==> src/rtl/ls_pkg.sv <==
// rtl/ls_pkg.sv - shared types and constants for the LS-series logic models
package ls_pkg;

    typedef logic [3:0] nibble_t;

    localparam nibble_t NIBBLE_MAX = 4'hF;

    function automatic logic nibble_is_max(input nibble_t value);
        return value == NIBBLE_MAX;
    endfunction

endpackage

==> src/rtl/ls161_bit.sv <==
// rtl/ls161_bit.sv - one LS161 counter stage: async-reset flop with load/toggle/hold mux
// Optional macro LS161_CLR_EN adds the active-low asynchronous clear input clr_n.
module ls161_bit #(
    parameter logic RST_VAL = 1'b0
) (
    input  logic clk,
    input  logic rst,
`ifdef LS161_CLR_EN
    input  logic clr_n,
`endif
    input  logic load_n,
    input  logic toggle,
    input  logic d,
    output logic q
);

    logic next_q;

    // Ternary selection keeps an unknown load_n/toggle visible as X on q.
    assign next_q = load_n ? (toggle ? ~q : q) : d;

`ifdef LS161_CLR_EN
    // rst outranks clr_n so the board reset value wins when both are asserted.
    always_ff @(posedge clk or posedge rst or negedge clr_n) begin
        if (rst) begin
            q <= RST_VAL;
        end else if (!clr_n) begin
            q <= 1'b0;
        end else begin
            q <= next_q;
        end
    end
`else
    always_ff @(posedge clk or posedge rst) begin
        if (rst) begin
            q <= RST_VAL;
        end else begin
            q <= next_q;
        end
    end
`endif

endmodule

==> src/rtl/ls161_counter.sv <==
// rtl/ls161_counter.sv - 4-bit synchronous binary counter with parallel load and ripple carry
// Optional macro LS161_CLR_EN adds the _CLR pin (active-low asynchronous clear to 4'h0).
module ls161_counter
    import ls_pkg::*;
#(
    parameter nibble_t RESET_VAL = 4'h0
) (
    input  logic _CLK,
    input  logic _RESET,
`ifdef LS161_CLR_EN
    input  logic _CLR,
`endif
    input  logic _LOAD,
    input  logic _ENP,
    input  logic _ENT,
    input  logic _A,
    input  logic _B,
    input  logic _C,
    input  logic _D,
    output logic _QA,
    output logic _QB,
    output logic _QC,
    output logic _QD,
    output logic _RCO
);

    nibble_t q;
    nibble_t data;
    nibble_t toggle;

    assign data = {_D, _C, _B, _A};

    // Each stage toggles only when every lower stage is already high.
    assign toggle[0] = _ENP & _ENT;

    genvar i;
    generate
        for (i = 1; i < 4; i++) begin : g_chain
            assign toggle[i] = toggle[i-1] & q[i-1];
        end

        for (i = 0; i < 4; i++) begin : g_bit
            ls161_bit #(
                .RST_VAL (RESET_VAL[i])
            ) u_bit (
                .clk    (_CLK),
                .rst    (_RESET),
`ifdef LS161_CLR_EN
                .clr_n  (_CLR),
`endif
                .load_n (_LOAD),
                .toggle (toggle[i]),
                .d      (data[i]),
                .q      (q[i])
            );
        end
    endgenerate

    // Gated by _ENT but not _ENP, so cascaded stages get look-ahead carry.
    assign _RCO = _ENT & nibble_is_max(q);

    assign _QA = q[0];
    assign _QB = q[1];
    assign _QC = q[2];
    assign _QD = q[3];

endmodule
==> config.mk <==
export PLATFORM = sky130hd
export DESIGN_NAME = ls161_counter
export DESIGN_NICKNAME = d
export VERILOG_FILES = /design/src/rtl/ls_pkg.sv /design/src/rtl/ls161_bit.sv /design/src/rtl/ls161_counter.sv
export SDC_FILE = /design/constraint.sdc
export NUM_CORES = 1
export LEC_CHECK = 0
export ABC_CLOCK_PERIOD_IN_PS = 2100
export CAP_MARGIN = 20
export CORE_AREA = 2 2 39 41
export DETAILED_ROUTE_END_ITERATION = 8
export DIE_AREA = 0 0 41 43
export GPL_ROUTABILITY_DRIVEN = 0
export HOLD_SLACK_MARGIN = 0.08
export PLACE_DENSITY = 0.44
export RECOVER_POWER = 50
export SYNTH_ARGS = -nofsm -noshare
export SYNTH_HDL_FRONTEND = slang
export SYNTH_HIERARCHICAL = 1
export SYNTH_SLANG_ARGS = --single-unit
==> constraint.sdc <==
create_clock -name _CLK -period 2.1 [get_ports _CLK]
set_input_delay 0.315 -clock _CLK [delete_from_list [all_inputs] [get_ports _CLK]]
set_output_delay 0.315 -clock _CLK [all_outputs]
set_load 0.005 [all_outputs]
Yosys cells after proc, flatten, opt, wreduce, memory -nomap -nowiden
Index checks and enable logic that the tools add are counted.

word-level totals
  bits in registers = 4
  latch bits = 0
  memory bits (writable) = 0
  memory bits (read-only) = 0
  input bits = 9
  output and inout port bits = 5
  word-level logic and storage cells = 26
  memories kept = 0

cells by class
  add/sub/neg operators = 0
  multipliers = 0
  div/mod/pow operators = 0
  $lt $le $gt $ge = 0
  equal/unequal tests = 5
  shifts and indexed selects = 0
  mux-type cells = 8
  bitwise logic cells = 9
  reductions and logical operators = 0

operators by type and width
  operator            number
  $mux 1              8
  $ne 2x1->1 const B  4
  $and 1x1->1         5
  $eq 4x4->1 const B  1
  $not 1->1           4

Depth between registers and ports, before layout
Gate-level depths: netlist of run 1.

  word-level depth = 6
  gate-level depth with buffers = 4
  gate-level depth less buffers = 4

Hierarchy
Netlist of run 1, hierarchy kept.

by module, submodules not included
  module         instances  cells an instance  area each (µm²)  seq. area each (µm²)
  ls161_bit      4          5                  46.3             25.0
  ls161_counter  1          7                  42.5             0.0

Worst setup path after synthesis of run 1
OpenSTA, ideal clock, no wires.

  kind = reg2reg
  start point = register g_bit[0].u_bit.q
  end point = register g_bit[3].u_bit.q
  setup time = 0.123 ns
  arrival time = 0.955 ns
  data required time = 1.977 ns
  path slack = 1.022 ns
  cell stages (with the launch flop) = 5
  buffers on the path = 0
  period minus slack after synthesis = 1.078 ns
  cell sequence = dfrtp_1 > and4_4 > and2_1 > xnor2_1 > a21oi_1

on the way
  cells in the longest elaborated chain, start to end = 4

RTL lines
  what                       line                 text
  start, declared            ls161_bit.sv:14      output logic q
  start signal, assigned     ls161_bit.sv:38      q <= next_q;
  $and 1x1->1 (2 in series)  ls161_counter.sv:39  assign toggle[i] = toggle[i-1] & q[i-1];
  net toggle[2]              ls161_counter.sv:29  nibble_t toggle;
  $and 1x1->1                ls161_counter.sv:39
  net toggle[3]              ls161_counter.sv:29
  $ne 2x1->1 (no line)       -
  end signal, assigned       ls161_bit.sv:38
  end, declared              ls161_bit.sv:14

The timed path passes the listed nets, and every way through them passes these cells.
A chain may end at the register's enable or synchronous reset.

Worst setup path after layout of run 1
  start point = input _ENT
  end point = output _RCO

on the way
  cells in the longest elaborated chain, start to end = 1

RTL lines
  what             line                 text
  start, declared  ls161_counter.sv:15  input logic _ENT,
  $and 1x1->1      ls161_counter.sv:60  assign _RCO = _ENT & nibble_is_max(q);
  end, declared    ls161_counter.sv:24  output logic _RCO

No other way between the ends.

==> impl_results.md, run 1 <==
- Status: finished, final reports clean
- Slew @ Worst Pin: 0.265 ns
- Port buffer count: 13
- Final period util: 0.898
- Slew Limit Fails: 0
- Dpl hpwl: 407 um
- Share of layout cells above drive strength 1: 0.0930
- Core Area: 1380 um2
- Fin cells: 59
- Vias in the first global route: 201
- Row Count: 14
- Vias: 218
- Reg area: 100 um2
- Crit path max fanout: 4
- Clock share of power: 0.363
- Final Hold Fails: 0
- CTS clk-pin slew, worst paths: 0.04 ns
- Fin Setup TNS: 0 ns
- GRT Util Overall: 0.0785
- Setup Fix Bufs, Post-CTS: 0
- Post-placement cell count: 56
- First DRT Iteration DRCs: 7
- Psw: 62.5 uW
- Switch share: 0.242
- Int Power: 196 uW
- CTS buffer count: 3
- Worst-skew pair later-pin latency: 0.23 ns
- Worst VDD drop: 0.176 mV
- Synth warn: 6
- Met2 GRT Util: 0.0938
- Unrepaired setup endpoints after global routing: false
- Largest net degree at the start of global routing: 9
- Clock Tree Buf Depth: 2
- # H-tree levels: 1
- Io pins: 14
- Routing usage on met3: 0.0471
- Max FFs per register: 4
- Area grow syn2layout: 75.8%
- Avg Inst Size Synth: 8.43 um2
- Worst endpoint required time: 1.78 ns
- Remaining antenna violation count: 0
- WP data arrival: 1.57 ns
- Cell area power density: 646 nW/um2
- Grt total ovfl: 0
- Clock skew: 0.00247 ns
- Antenna fix cells: 0
- Largest register by flop count: g_bit.u_bit/q
- Die Span X: 41 um
- Pre-antenna DRT Iters: 4
- GR peak layer: met4
- Seq cells post-synth: 4
- Drt total wl: 518 um
- TritonCTS clock tree: done
- Largest regs: g_bit.u_bit/q x4
- Full die area: 1760 um2
- Kind of critical path: primary input to primary output
- First-pass GRT wire length: 814 um
- Combinational share of power: 0.262
- Drt drc: 0
- Tightest Hold Check Type: primary input to async pin
- Max cap viols: 0
- Commonest non-fill, non-tap cell in the layout: clkdlybuf4s50_1
- Met1 Resource Use GR: 0.0779
- Mapped Cells: 27
- Worst hold margin: 0.429 ns
- Final setup violation count: 0
- Slew headroom: 0.823
- CP endpoint kind: primary output
- Crit start category: primary input
- Multi-input logic area: 113 um2
- Mapped Area: 228 um2
- Post-synth cell types: 10
- Max Freq: 530 MHz
- Sequential area share after synthesis: 0.440
- Wire per inst: 8.78 um
- Clock sink total: 4
- Post-Syn Nets: 36
- # nets final: 54
- Via/cell ratio: 3.69
- Initial antenna violation count: 0
- Fill count: 146
- Die Ht: 43 um
- Commonest cells after routing, fill and taps aside: 11 x clkdlybuf4s50_1, 5 x nor2_1
- Pleak: 0.000172 uW
- CTS root buf: clkbuf_4
- Initial Utilization: 0.165
- Post-cts resize count: 0
- Flop pwr share: 0.376
- Core Util, Final: 0.289
- Hold-fix buffers, CTS: 0
- Minimum clock period: 1.89 ns
[worst max-delay path, cell delays in order]
cell,delay (ns)
dlygate4sd3_1,0.59
nand3_1,0.08
nor2_1,0.09
clkdlybuf4s50_1,0.50
[routing by layer]
layer | vias to the layer above | routed length, um
met5 | - | 0
met4 | 0 | 0
met3 | 0 | 32
met2 | 8 | 261
met1 | 88 | 224
li1 | 122 | -
[Yosys cell counts]
library cell,number,area share
nor2_1,5,0.082
a21oi_1,4,0.088
dfrtp_1,4,0.44
inv_1,4,0.066
xnor2_1,4,0.15
and2_1,2,0.055
and3_1,1,0.027
and4_4,1,0.049
nand2_1,1,0.016
nand3_1,1,0.022
[power by group through the flow]
stage	Clock (uW)	Sequential, uW	Combinational, uW
floorplan	0	98.1	25.6
global placement	0	98.1	68.4
detailed placement	0	98.4	68.4
CTS	100	97.3	69.2
global route	110	99.2	74.7
finish	93.8	97.2	67.7
[final timing paths]
check | cells past startpoint | end | slack [ns] | startpoint
worst min-delay path | 2 | g_bit[2].u_bit/q | 0.43 | _RESET
worst min register to register | 2 | g_bit[3].u_bit/q | 0.61 | g_bit[3].u_bit/q
max in group asynchronous | 2 | g_bit[3].u_bit/q | 1.57 | _RESET
worst max-delay path | 4 | _RCO | 0.21 | _ENT
worst max register to register | 4 | g_bit[3].u_bit/q | 0.96 | g_bit[0].u_bit/q
min in group _CLK | 2 | g_bit[3].u_bit/q | 0.61 | g_bit[3].u_bit/q
[per-stage QoR]
step | area [um2] | power, uW | worst slack, ns
2_1_floorplan | 228 | 124 | 1.02
3_3_place_gp | 378 | 166 | 0.303
3_5_place_dp | 378 | 167 | 0.280
4_1_cts | 400 | 266 | 0.269
5_1_grt | 400 | 284 | 0.152
6_report | 400 | 259 | 0.214
[kinds of logic after synthesis]
group / after synthesis / synth area share
buf+inv: 4 / 0.0659
simple gates: 11 / 0.253
flops: 4 / 0.440
xor+xnor: 4 / 0.154
compound gates: 4 / 0.0879
[cell type report]
| class | instances | share of cell area |
|---|---|---|
| Sequential cell | 4 | 0.250 |
| Multi-Input combinational cell | 19 | 0.281 |
| Inverter | 4 | 0.0375 |
| Timing Repair Buffer | 13 | 0.325 |
| Tap cell | 16 | 0.0500 |
| Clock buffer | 3 | 0.0562 |
(Power assumes the default switching activity.)
==> run 2, diff against run 1 <==
- ABC_CLOCK_PERIOD_IN_PS: 2100 -> 1850
- HOLD_SLACK_MARGIN: 0.08 -> not set
- PLACE_DENSITY: 0.44 -> 0.46
- clock period: 2.1 -> 1.85 ns (I/O delays scaled with it)
==> impl_results.md, run 2 (synthesis results as in run 1) <==
- Initial antenna violation count: 0 (unchanged)
- Wire per inst: 7.88 um (-10%)
- Clock sink total: 4 (unchanged)
- Row Count: 14 (unchanged)
- Cell area power density: 731 nW/um2 (+13%)
- Final Hold Fails: 0 (unchanged)
- Crit path max fanout: 4 (unchanged)
- Vias: 216 (-0.92%)
- CP endpoint kind: primary output
- Slew @ Worst Pin: 0.245 ns (-0.0207 ns)
- # nets final: 54 (unchanged)
- Clock skew: 0.00367 ns (+0.00121 ns)
- CTS buffer count: 3 (unchanged)
- Tightest Hold Check Type: primary input to async pin
- CTS root buf: clkbuf_4
- CTS clk-pin slew, worst paths: 0.04 ns (about the same)
- Max Freq: 578 MHz
- Drt drc: 0 (unchanged)
- Initial Utilization: 0.165 (unchanged)
- Final period util: 0.935
- Area grow syn2layout: 75.8% (unchanged)
- Core Area: 1380 um2 (unchanged)
- Worst R2R Start: g_bit[0].u_bit/q
- Grt total ovfl: 0 (unchanged)
- Largest register by flop count: g_bit.u_bit/q
- Worst-skew pair later-pin latency: 0.23 ns (about the same)
- # H-tree levels: 1 (unchanged)
- Max FFs per register: 4 (unchanged)
- WP data arrival: 1.45 ns (-0.12 ns)
- Minimum clock period: 1.73 ns
- Port buffer count: 13 (unchanged)
- GRT Util Overall: 0.0624 (-0.0161)
- Worst VDD drop: 0.254 mV (+44%)
- Die Ht: 43 um (unchanged)
- Die Span X: 41 um (unchanged)
- Setup ws final: 0.119 ns (-0.0943 ns)
- Reg-to-Reg End: g_bit[3].u_bit/q
- Hold-fix buffers, CTS: 0 (unchanged)
- Final setup violation count: 0 (unchanged)
- Io pins: 14 (unchanged)
- Status: finished, final reports clean
- Setup slack, reg-to-reg: 0.70 ns (-0.26 ns)
- Commonest cells after routing, fill and taps aside: 12 x clkdlybuf4s50_1, 5 x nor2_1
- Share of layout cells above drive strength 1: 0.0930 (unchanged)
- Pre-antenna DRT Iters: 4 (unchanged)
- Total power: 293 uW (+13%)
- Commonest non-fill, non-tap cell in the layout: clkdlybuf4s50_1
- Vias in the first global route: 182 (-9.5%)
- Max cap viols: 0 (unchanged)
- Worst endpoint required time: 1.57 ns (-0.21 ns)
- Largest net degree at the start of global routing: 9 (unchanged)
- First DRT Iteration DRCs: 5 (-2)
- Post-cts resize count: 0 (unchanged)
- First-pass GRT wire length: 648 um (-20%)
- Drt total wl: 465 um (-10%)
- Via/cell ratio: 3.66 (-0.92%)
- Clock Tree Buf Depth: 2 (unchanged)
- Fill count: 157 (+7.5%)
- Slew Limit Fails: 0 (unchanged)
- Largest regs: g_bit.u_bit/q x4
- Antenna fix cells: 0 (unchanged)
- Kind of critical path: primary input to primary output
- Crit start category: primary input
- Pleak: 0.000172 uW (-0.15%)
- Fin Setup TNS: 0 ns (unchanged)
- Unrepaired setup endpoints after global routing: false
- Remaining antenna violation count: 0 (unchanged)
- Post-place setup slack: 0.102 ns (-0.178 ns)
- TritonCTS clock tree: done
- Slew headroom: 0.836 (+0.0139)
- Full die area: 1760 um2 (unchanged)
- Setup Fix Bufs, Post-CTS: 0 (unchanged)
- R2r worst-path depth: 4 (unchanged)
## run 2: how the worst max path moves through the flow
stage / start / to / slack, ns / cells after the start
6_report: _ENT / _RCO / 0.12 / 4
5_1_grt: _ENT / _RCO / 0.06 / 4
4_1_cts: _ENT / _RCO / 0.1 / 4
3_5_place_dp: _ENT / _RCO / 0.10 / 4
3_3_place_gp: _ENT / _RCO / 0.12 / 4
2_1_floorplan: g_bit[0].u_bit/q / g_bit[3].u_bit/q / 0.77 / 4
## run 2: critical path, stage by stage
cell,delay [ns]
clkdlybuf4s50_1,0.51
nand3_1,0.08
nor2_1,0.09
clkdlybuf4s50_1,0.50
## run 2: final cells by class
type / instances / area [um2] / area share
Clock buffer: 3 / 22.5 / 0.0562
Sequential cell: 4 / 100 / 0.250
Multi-Input combinational cell: 19 / 113 / 0.281
Inverter: 4 / 15.0 / 0.0375
Tap cell: 16 / 20.0 / 0.0500
Timing Repair Buffer: 13 / 130 / 0.325
## run 2: per-layer routing
layer | routed length, um | track usage | vias up | part of all wire
met5 | 0 | 0 | - | 0
met4 | 0 | 0.0800 | 0 | 0
met3 | 47 | 0.0314 | 0 | 0.10
met2 | 221 | 0.0719 | 10 | 0.48
met1 | 196 | 0.0682 | 87 | 0.42
li1 | - | - | 119 | -
## run 2: report_power, final
part / internal (uW) / switching, uW
registers: 98.6 / 11.8
logic: 52.0 / 24.5
clock network: 72.4 / 33.4
total: 223 / 69.6
## run 2: per-stage QoR
step,cell area [um2],hold WS [ns],instances,util
global placement,378,0.517,56,0.273
finish,400,0.390,59,0.289
detailed placement,378,0.524,56,0.273
floorplan,228,0.00621,27,-
global route,400,0.385,59,0.289
CTS,400,0.274,59,0.289
